$ cat src/rtl/sd_pkg.sv
// Shared definitions for the signed-digit to binary converter:
// FSM state encoding and default sizing constants.
package sd_pkg;

  typedef enum logic [1:0] {
    IDLE = 2'd0,
    CONV = 2'd1,
    HOLD = 2'd2
  } sd_state_t;

  localparam int unsigned SD_DEF_WIDTH  = 32;
  localparam int unsigned SD_DEF_CHUNK  = 8;
  localparam int unsigned SD_DEF_NCHUNK = SD_DEF_WIDTH / SD_DEF_CHUNK;

endpackage

$ cat src/rtl/sd_chunk_sub.sv
// Combinational CHUNK-bit subtractor: diff = p - n - borrow_in, with borrow out.
module sd_chunk_sub #(
  parameter int unsigned CHUNK = 8
) (
  input  logic [CHUNK-1:0] p,
  input  logic [CHUNK-1:0] n,
  input  logic             borrow_in,
  output logic [CHUNK-1:0] diff,
  output logic             borrow_out
);

  logic [CHUNK:0] full;

  // Zero-extended subtraction: the extra MSB wraps to 1 exactly when a borrow occurs.
  always_comb begin
    full = {1'b0, p} - {1'b0, n} - {{CHUNK{1'b0}}, borrow_in};
  end

  assign diff       = full[CHUNK-1:0];
  assign borrow_out = full[CHUNK];

endmodule

$ cat src/rtl/sd_to_bin_converter.sv
// Converts a two-rail signed-digit operand (in_p - in_n) to two's complement,
// resolving CHUNK digits per cycle with one shared chunk subtractor.
module sd_to_bin_converter
  import sd_pkg::*;
#(
  parameter int unsigned WIDTH = SD_DEF_WIDTH,
  parameter int unsigned CHUNK = SD_DEF_CHUNK
) (
  input  logic           clk,
  input  logic           rst_n,
  input  logic           in_valid,
  output logic           in_ready,
  input  logic [WIDTH-1:0] in_p,
  input  logic [WIDTH-1:0] in_n,
  output logic           out_valid,
  input  logic           out_ready,
  output logic [WIDTH:0] out_bin
);

  localparam int unsigned NCHUNK = WIDTH / CHUNK;
  localparam int unsigned IDX_W  = (NCHUNK > 1) ? $clog2(NCHUNK) : 1;
  localparam logic [IDX_W-1:0] LAST_IDX = IDX_W'(NCHUNK - 1);

  sd_state_t        state;
  logic [WIDTH-1:0] p_q;
  logic [WIDTH-1:0] n_q;
  logic [WIDTH:0]   result;
  logic             borrow;
  logic [IDX_W-1:0] idx;

  logic [CHUNK-1:0] p_chunk;
  logic [CHUNK-1:0] n_chunk;
  logic [CHUNK-1:0] diff;
  logic             borrow_out;

  always_comb begin
    p_chunk = '0;
    n_chunk = '0;
    for (int unsigned k = 0; k < NCHUNK; k++) begin
      if (idx == IDX_W'(k)) begin
        p_chunk = p_q[k*CHUNK +: CHUNK];
        n_chunk = n_q[k*CHUNK +: CHUNK];
      end
    end
  end

  sd_chunk_sub #(
    .CHUNK (CHUNK)
  ) u_chunk_sub (
    .p          (p_chunk),
    .n          (n_chunk),
    .borrow_in  (borrow),
    .diff       (diff),
    .borrow_out (borrow_out)
  );

  always_ff @(posedge clk or negedge rst_n) begin
    if (!rst_n) begin
      state  <= IDLE;
      p_q    <= '0;
      n_q    <= '0;
      result <= '0;
      borrow <= 1'b0;
      idx    <= '0;
    end else begin
      case (state)
        IDLE: begin
          if (in_valid) begin
            p_q    <= in_p;
            n_q    <= in_n;
            result <= '0;
            borrow <= 1'b0;
            idx    <= '0;
            state  <= CONV;
          end
        end
        CONV: begin
          for (int unsigned k = 0; k < NCHUNK; k++) begin
            if (idx == IDX_W'(k)) result[k*CHUNK +: CHUNK] <= diff;
          end
          borrow <= borrow_out;
          if (idx == LAST_IDX) begin
            // Final borrow is the sign bit of the WIDTH+1 bit result.
            result[WIDTH] <= borrow_out;
            state         <= HOLD;
          end else begin
            idx <= idx + IDX_W'(1);
          end
        end
        HOLD: begin
          if (out_ready) state <= IDLE;
        end
        default: state <= IDLE;
      endcase
    end
  end

  assign in_ready  = (state == IDLE) && rst_n;
  assign out_valid = (state == HOLD);
  assign out_bin   = (state == HOLD) ? result : '0;

endmodule

$ cat config.mk
export PLATFORM = sky130hd
export DESIGN_NAME = sd_to_bin_converter
export DESIGN_NICKNAME = d
export VERILOG_FILES = /design/src/rtl/sd_pkg.sv /design/src/rtl/sd_chunk_sub.sv /design/src/rtl/sd_to_bin_converter.sv
export SDC_FILE = /design/constraint.sdc
export NUM_CORES = 1
export LEC_CHECK = 0
export ABC_AREA = 0
export BUFFER_PORTS_ARGS = -buffer_cell sky130_fd_sc_hd__buf_2
export CORE_AREA = 2 2 116 118
export CTS_CLUSTER_DIAMETER = 30
export DETAILED_ROUTE_END_ITERATION = 8
export DIE_AREA = 0 0 118 120
export SLEW_MARGIN = 0
export SYNTH_ARGS = -nofsm -noshare
export SYNTH_HDL_FRONTEND = slang
export SYNTH_SLANG_ARGS = --single-unit
$ cat constraint.sdc
create_clock -name clk -period 4.79 [get_ports clk]
set_input_delay 0.958 -clock clk [delete_from_list [all_inputs] [get_ports clk]]
set_output_delay 0.958 -clock clk [all_outputs]
set_load 0.01 [all_outputs]
==> results of run 1 <==
-- synth_stat cells (5+ instances only) --
cell      instances  share of area (%)
dfrtp_1         102                 49
mux2_2           76                 17
nand2_1          49                3.6
a21oi_1          42                4.1
and2_1           35                4.2
ha_1             16                3.9
nand3b_1         16                2.3
clkbuf_1         15                1.1
inv_1            15                1.1
buf_2            14                1.4
nor2_1           14                1.0
o21ai_0          13                1.3
o31ai_1          12                1.7
xor2_1            5               0.85
-- state kept, by name (all words and copies together) (netlist names) --
register	count
borrow	1
idx	2
n_q	32
p_q	32
result	33
state	2
-- placed cells by master (no fill, tap or decap), types with 3 or more instances in the layout --
| cell type | count |
|---|---|
| dfrtp_1 | 102 |
| buf_2 | 101 |
| mux2_2 | 76 |
| nand2_1 | 49 |
| a21oi_1 | 42 |
| and2_1 | 35 |
| nand3b_1 | 16 |
| ha_1 | 16 |
| inv_1 | 15 |
| nor2_1 | 14 |
| o21ai_0 | 13 |
| o31ai_1 | 12 |
| clkbuf_16 | 9 |
| buf_4 | 6 |
| xor2_1 | 5 |
| o21ai_1 | 4 |
| a21o_1 | 4 |
| nor2b_1 | 3 |
| nand2b_1 | 3 |
| a2111oi_0 | 3 |
| nor4_1 | 3 |
| a211o_1 | 3 |
| clkbuf_1 | 3 |
-- stage by stage --
stage          std cells  hold WS (ps)
3_3_place_gp         724           454
3_5_place_dp         724           462
6_report             740           473
5_1_grt              740           502
4_1_cts              740           477
2_1_floorplan        472           440
-- per-layer routing --
layer | up-vias | routed length, um
li1 | 1811 | -
met3 | 17 | 693
met5 | - | 0
met2 | 122 | 5270
met1 | 1777 | 5450
met4 | 0 | 203
-- final cells by class --
class / count / area, um^2 / share of cell area [%]
multi-input combinational: 324 / 2420 / 39.7
timing repair buffer: 107 / 551 / 9.03
clock buffer: 13 / 250 / 4.11
tap: 176 / 220 / 3.61
inverter: 15 / 56.3 / 0.924
clock inverter: 3 / 43.8 / 0.719
sequential: 102 / 2550 / 41.9
-- worst reg2reg max path, cell delays in order, from the launching register on --
cell and delay (ps):
dfrtp_1 400, inv_1 100, ha_1 830, nand3b_1 220, a21oi_1 80, a21oi_1 140
nor2_1 50, a21oi_1 220, ha_1 270, inv_1 60, ha_1 270, and2_1 160
a221o_1 360, a221oi_2 370, a2111oi_0 190, a211o_1 310
-- cell families (layout without fill, tap and decap cells) --
logic type                 Yosys count  after routing  synth area share, %
adders and majority gates           18             18                 4.66
buffers and inverters               46            138                 3.69
muxes                               76             76                 16.6
and+or+nand+nor                    133            133                 13.6
DFF                                102            102                 49.5
AOI/OAI and AO/OA                   91             91                 11.0
xor gates and xnor gates             6              6                 1.02
-- how the worst min path moves through the flow --
stage                     from          to  slack (ps)
global placement     result[4]   result[4]         450
floorplan           result[11]  result[11]         440
global route        result[30]  result[30]         500
detailed placement  result[29]  result[29]         460
finish              result[29]  result[29]         470
CTS                 result[29]  result[29]         480
==> reports/metrics.csv, run 1 <==
metric,value,unit
status,completed,
avgSynthCellArea,10.9,um^2
min_period,4140,ps
yosys_warnings,0,
min_period_over_period,86.5,%
cts_root_buffer,clkbuf_16,
area_growth,18.2,%
clk-insertion-delay-late,360,ps
skew,8.77,ps
die_y,120,um
synth_flop_cell,dfrtp_1,
drc,0,
place_ws,660,ps
cp.arrival,4390,ps
endpoint_kind,flop,
placed_cell_area,5800,um^2
setup-violations-final,0,
async_flop_share,100,%
crit_start,idx[1],
die_area,14200,um^2
grt-ovfl-total,0,
dr.pass1.iters,4,
grt_pass1_vias,3866,
maxCapViolCount,0,
pin_count,103,
core,13000,um^2
synth.net_count,558,
max_freq,241,MHz
cts_setup_buffers,0,
worstSetupStartpointType,flop,
grt_use_met3,3.75,%
die_w,118,um
place.gp.congestion,0.815,
clkSlewWorstSetupHoldPaths,70,ps
cp.required,5040,ps
synth-seq-cells,102,
dp_hpwl,8200,um
grt.met2_usage,28.5,%
rr_worst_depth,15,
ctsLongestPathBuffers,2,
finish.utilization,47.0,%
antenna_found_initial,0,
rr_endpoint,result[23],
drive_above_1_share,35.6,%
synth_edf_count,0,
vias,3727,
hold_viol_final,0,
relSlewSlack,32.2,%
r2r_setup_slack,650,ps
worstPathCellList,inv_1 -> ha_1 -> nand3b_1 -> a21oi_1 -> a21oi_1 -> nor2_1 -> a21oi_1 -> ha_1 -> inv_1 -> ha_1 -> and2_1 -> a221o_1 -> a221oi_2 -> a2111oi_0 -> a211o_1,
grt-busiest-layer,met2,
finalSetupTns,0,ps
rows,42,
cts_resized,0,
ctsHoldBuffers,0,
htreeDepth,3,
fin_ws,649,ps
post_drt_wl_per_cell,15.7,um
antenna_left,0,
rsz0062_at_grt,false,
syn_area,5160,um^2
cp_max_fo,33,
cp_num_buf_inv,2,
start_util,39.7,%
crit_end,result[23],
cts_made_buffers,9,
dr.first_iter.drc_count,206,
layout.nets,645,
ys_types,40,
track_usage,17.5,%
wl,11600,um
hold_depth,2,
portBuffers,102,
worst_pin_slew,1020,ps
r2r_start,idx[1],
slew_viol_final,0,
fin_area,6090,um^2
crit_path_top_delay_cell,ha_1,
gr-usage-met1,22.9,%
cp.depth,15,
hold_path_class,reg2reg,
cp_top_family,compound AO/OA/AOI/OAI gates,
grt_start_max_net_pins,68,
cts_tree,done,
cts_sinks,102,
n_antenna_cell,0,
fillers,1271,
routed_via_density,5.04,
max_stage_delay,830,ps
critical_path_class,reg2reg,
ys_seq_area_share,49.5,%
grt_pass1_wl,19600,um
syn_inst,472,
Power of run 1 is not shown: default switching activity piles up to over one toggle a cycle in this logic, so the estimate is an artifact.
==> run 2, diff against run 1 <==
--- a/config.mk
+++ b/config.mk
@@ -7,10 +7,11 @@
 export LEC_CHECK = 0
 export ABC_AREA = 0
 export BUFFER_PORTS_ARGS = -buffer_cell sky130_fd_sc_hd__buf_2
-export CORE_AREA = 2 2 116 118
-export CTS_CLUSTER_DIAMETER = 30
+export CORE_AREA = 5 5 119 121
+export CTS_CLUSTER_DIAMETER = 80
 export DETAILED_ROUTE_END_ITERATION = 8
-export DIE_AREA = 0 0 118 120
+export DIE_AREA = 0 0 124 126
+export GPL_TIMING_DRIVEN = 0
 export SLEW_MARGIN = 0
 export SYNTH_ARGS = -nofsm -noshare
 export SYNTH_HDL_FRONTEND = slang
==> reports/metrics.csv, run 2 (same netlist as run 1, synthesis figures left out) <==
metric,value,unit
slew_viol_final,0,
n_antenna_cell,0,
rsz0062_at_grt,false,
cts_resized,0,
start_util,39.7,%
track_usage,16.4,%
wl,12300,um
worst_pin_slew,537,ps
layout.nets,672,
grt_pass1_vias,3863,
die_area,15600,um^2
ctsLongestPathBuffers,2,
finalSetupTns,0,ps
cp.arrival,4180,ps
cts_tree,done,
multiInputGateArea,2410,um^2
post_drt_wl_per_cell,16.0,um
endpoint_kind,flop,
clk-insertion-delay-late,340,ps
grt_start_max_net_pins,66,
ctsHoldBuffers,0,
hold_path_class,reg2reg,
top_register,result,
drive_above_1_share,35.8,%
area_growth,20.4,%
grt-ovfl-total,0,
dr.pass1.iters,4,
max_stage_delay,410,ps
drc,0,
register_area,2550,um^2
rows,42,
worstSetupStartpointType,flop,
antenna_found_initial,0,
critical_path_class,reg2reg,
dr.first_iter.drc_count,176,
die_w,124,um
fillers,1241,
status,completed,
min_period_over_period,82.7,%
skew,9.69,ps
cts_sinks,102,
routed_via_density,4.90,
min_period,3960,ps
cts_root_buffer,clkbuf_16,
final_cell_mix,"buf_2, dfrtp_1, mux2_2, nand2_1, a21oi_1",
worstPathCellList,inv_1 -> ha_1 -> buf_2 -> clkbuf_1 -> nand3b_1 -> a21oi_1 -> a21oi_1 -> o21ai_0 -> fa_1 -> inv_1 -> ha_1 -> nand2b_1 -> a221o_1 -> a221oi_2 -> a2111oi_0 -> a211o_1,
max_freq,253,MHz
cp_max_fo,10,
maxCapViolCount,0,
portBuffers,102,
vias,3754,
final_common_cell,buf_2,
clkSlewWorstSetupHoldPaths,70,ps
largest_reg_flops,33,
htreeDepth,3,
dp_hpwl,9360,um
pin_count,103,
reg_top3,"result x33, n_q x32, p_q x32",
cts_made_buffers,9,
antenna_left,0,
core,13000,um^2
cts_setup_buffers,0,
hold_viol_final,0,
place.gp.congestion,0.777,
grt_pass1_wl,20200,um
relSlewSlack,64.2,%
die_y,126,um
setup-violations-final,0,
crit_path_top_delay_cell,dfrtp_1,
cp.required,5010,ps
==> run 2: cell count changes in the layout (fill, tap and decap cells not counted), sizes merged <==
cell / delta
clkbuf: +14
clkinvlp: +2
buf: +12
clkinv: -2
==> run 2: layout make-up <==
| cell class | instances | share of cell area (%) |
|---|---|---|
| timing repair buffer | 103 | 8.70 |
| buffer | 31 | 2.16 |
| sequential | 102 | 41.1 |
| tap | 176 | 3.55 |
| clock inverter | 3 | 0.725 |
| multi-input combinational | 324 | 38.9 |
| clock buffer | 12 | 3.97 |
| inverter | 15 | 0.907 |
==> run 2: worst max-delay path: cells and delay by family (launching register included) <==
family	cells	cell delay, ps
and+or+nand+nor	2	280
AOI/OAI and AO/OA	7	1720
buffers and inverters	4	800
adders and majority gates	3	620
DFF	1	410
==> run 2: metrics by stage <==
stage,worst slack (ps),cells,hold WS (ps),instance area (um^2),utilization [%]
after floorplan,1480,472,440,5160,-
after detailed placement,846,751,462,5920,45.6
final,830,766,468,6210,47.8
after CTS,791,766,477,6210,47.8
after global placement,546,750,454,5890,45.4
after global routing,503,766,499,6210,47.8
==> run 2: metal layers <==
layer | share of wire, % | vias to the layer above | track usage, %
met3 | 5.2 | 9 | 3.32
met1 | 47 | 1783 | 23.3
met2 | 47 | 92 | 25.9
met4 | 0.83 | 0 | 3.67
met5 | 0 | - | 0
li1 | - | 1870 | -
==> run 2: path summary, 6_finish.rpt <==
kind / cells past startpoint / slack (ps) / end / from
min in group asynchronous: 1 / 590 / result[0] / rst_n
worst min-delay path: 2 / 470 / result[4] / result[4]
worst max register to register: 16 / 830 / result[7] / idx[0]
max in group asynchronous: 2 / 3490 / n_q[28] / rst_n
worst max-delay path: 16 / 830 / result[7] / idx[0]
worst min register to register: 2 / 470 / result[4] / result[4]
Power of run 2 is left out for the same reason.
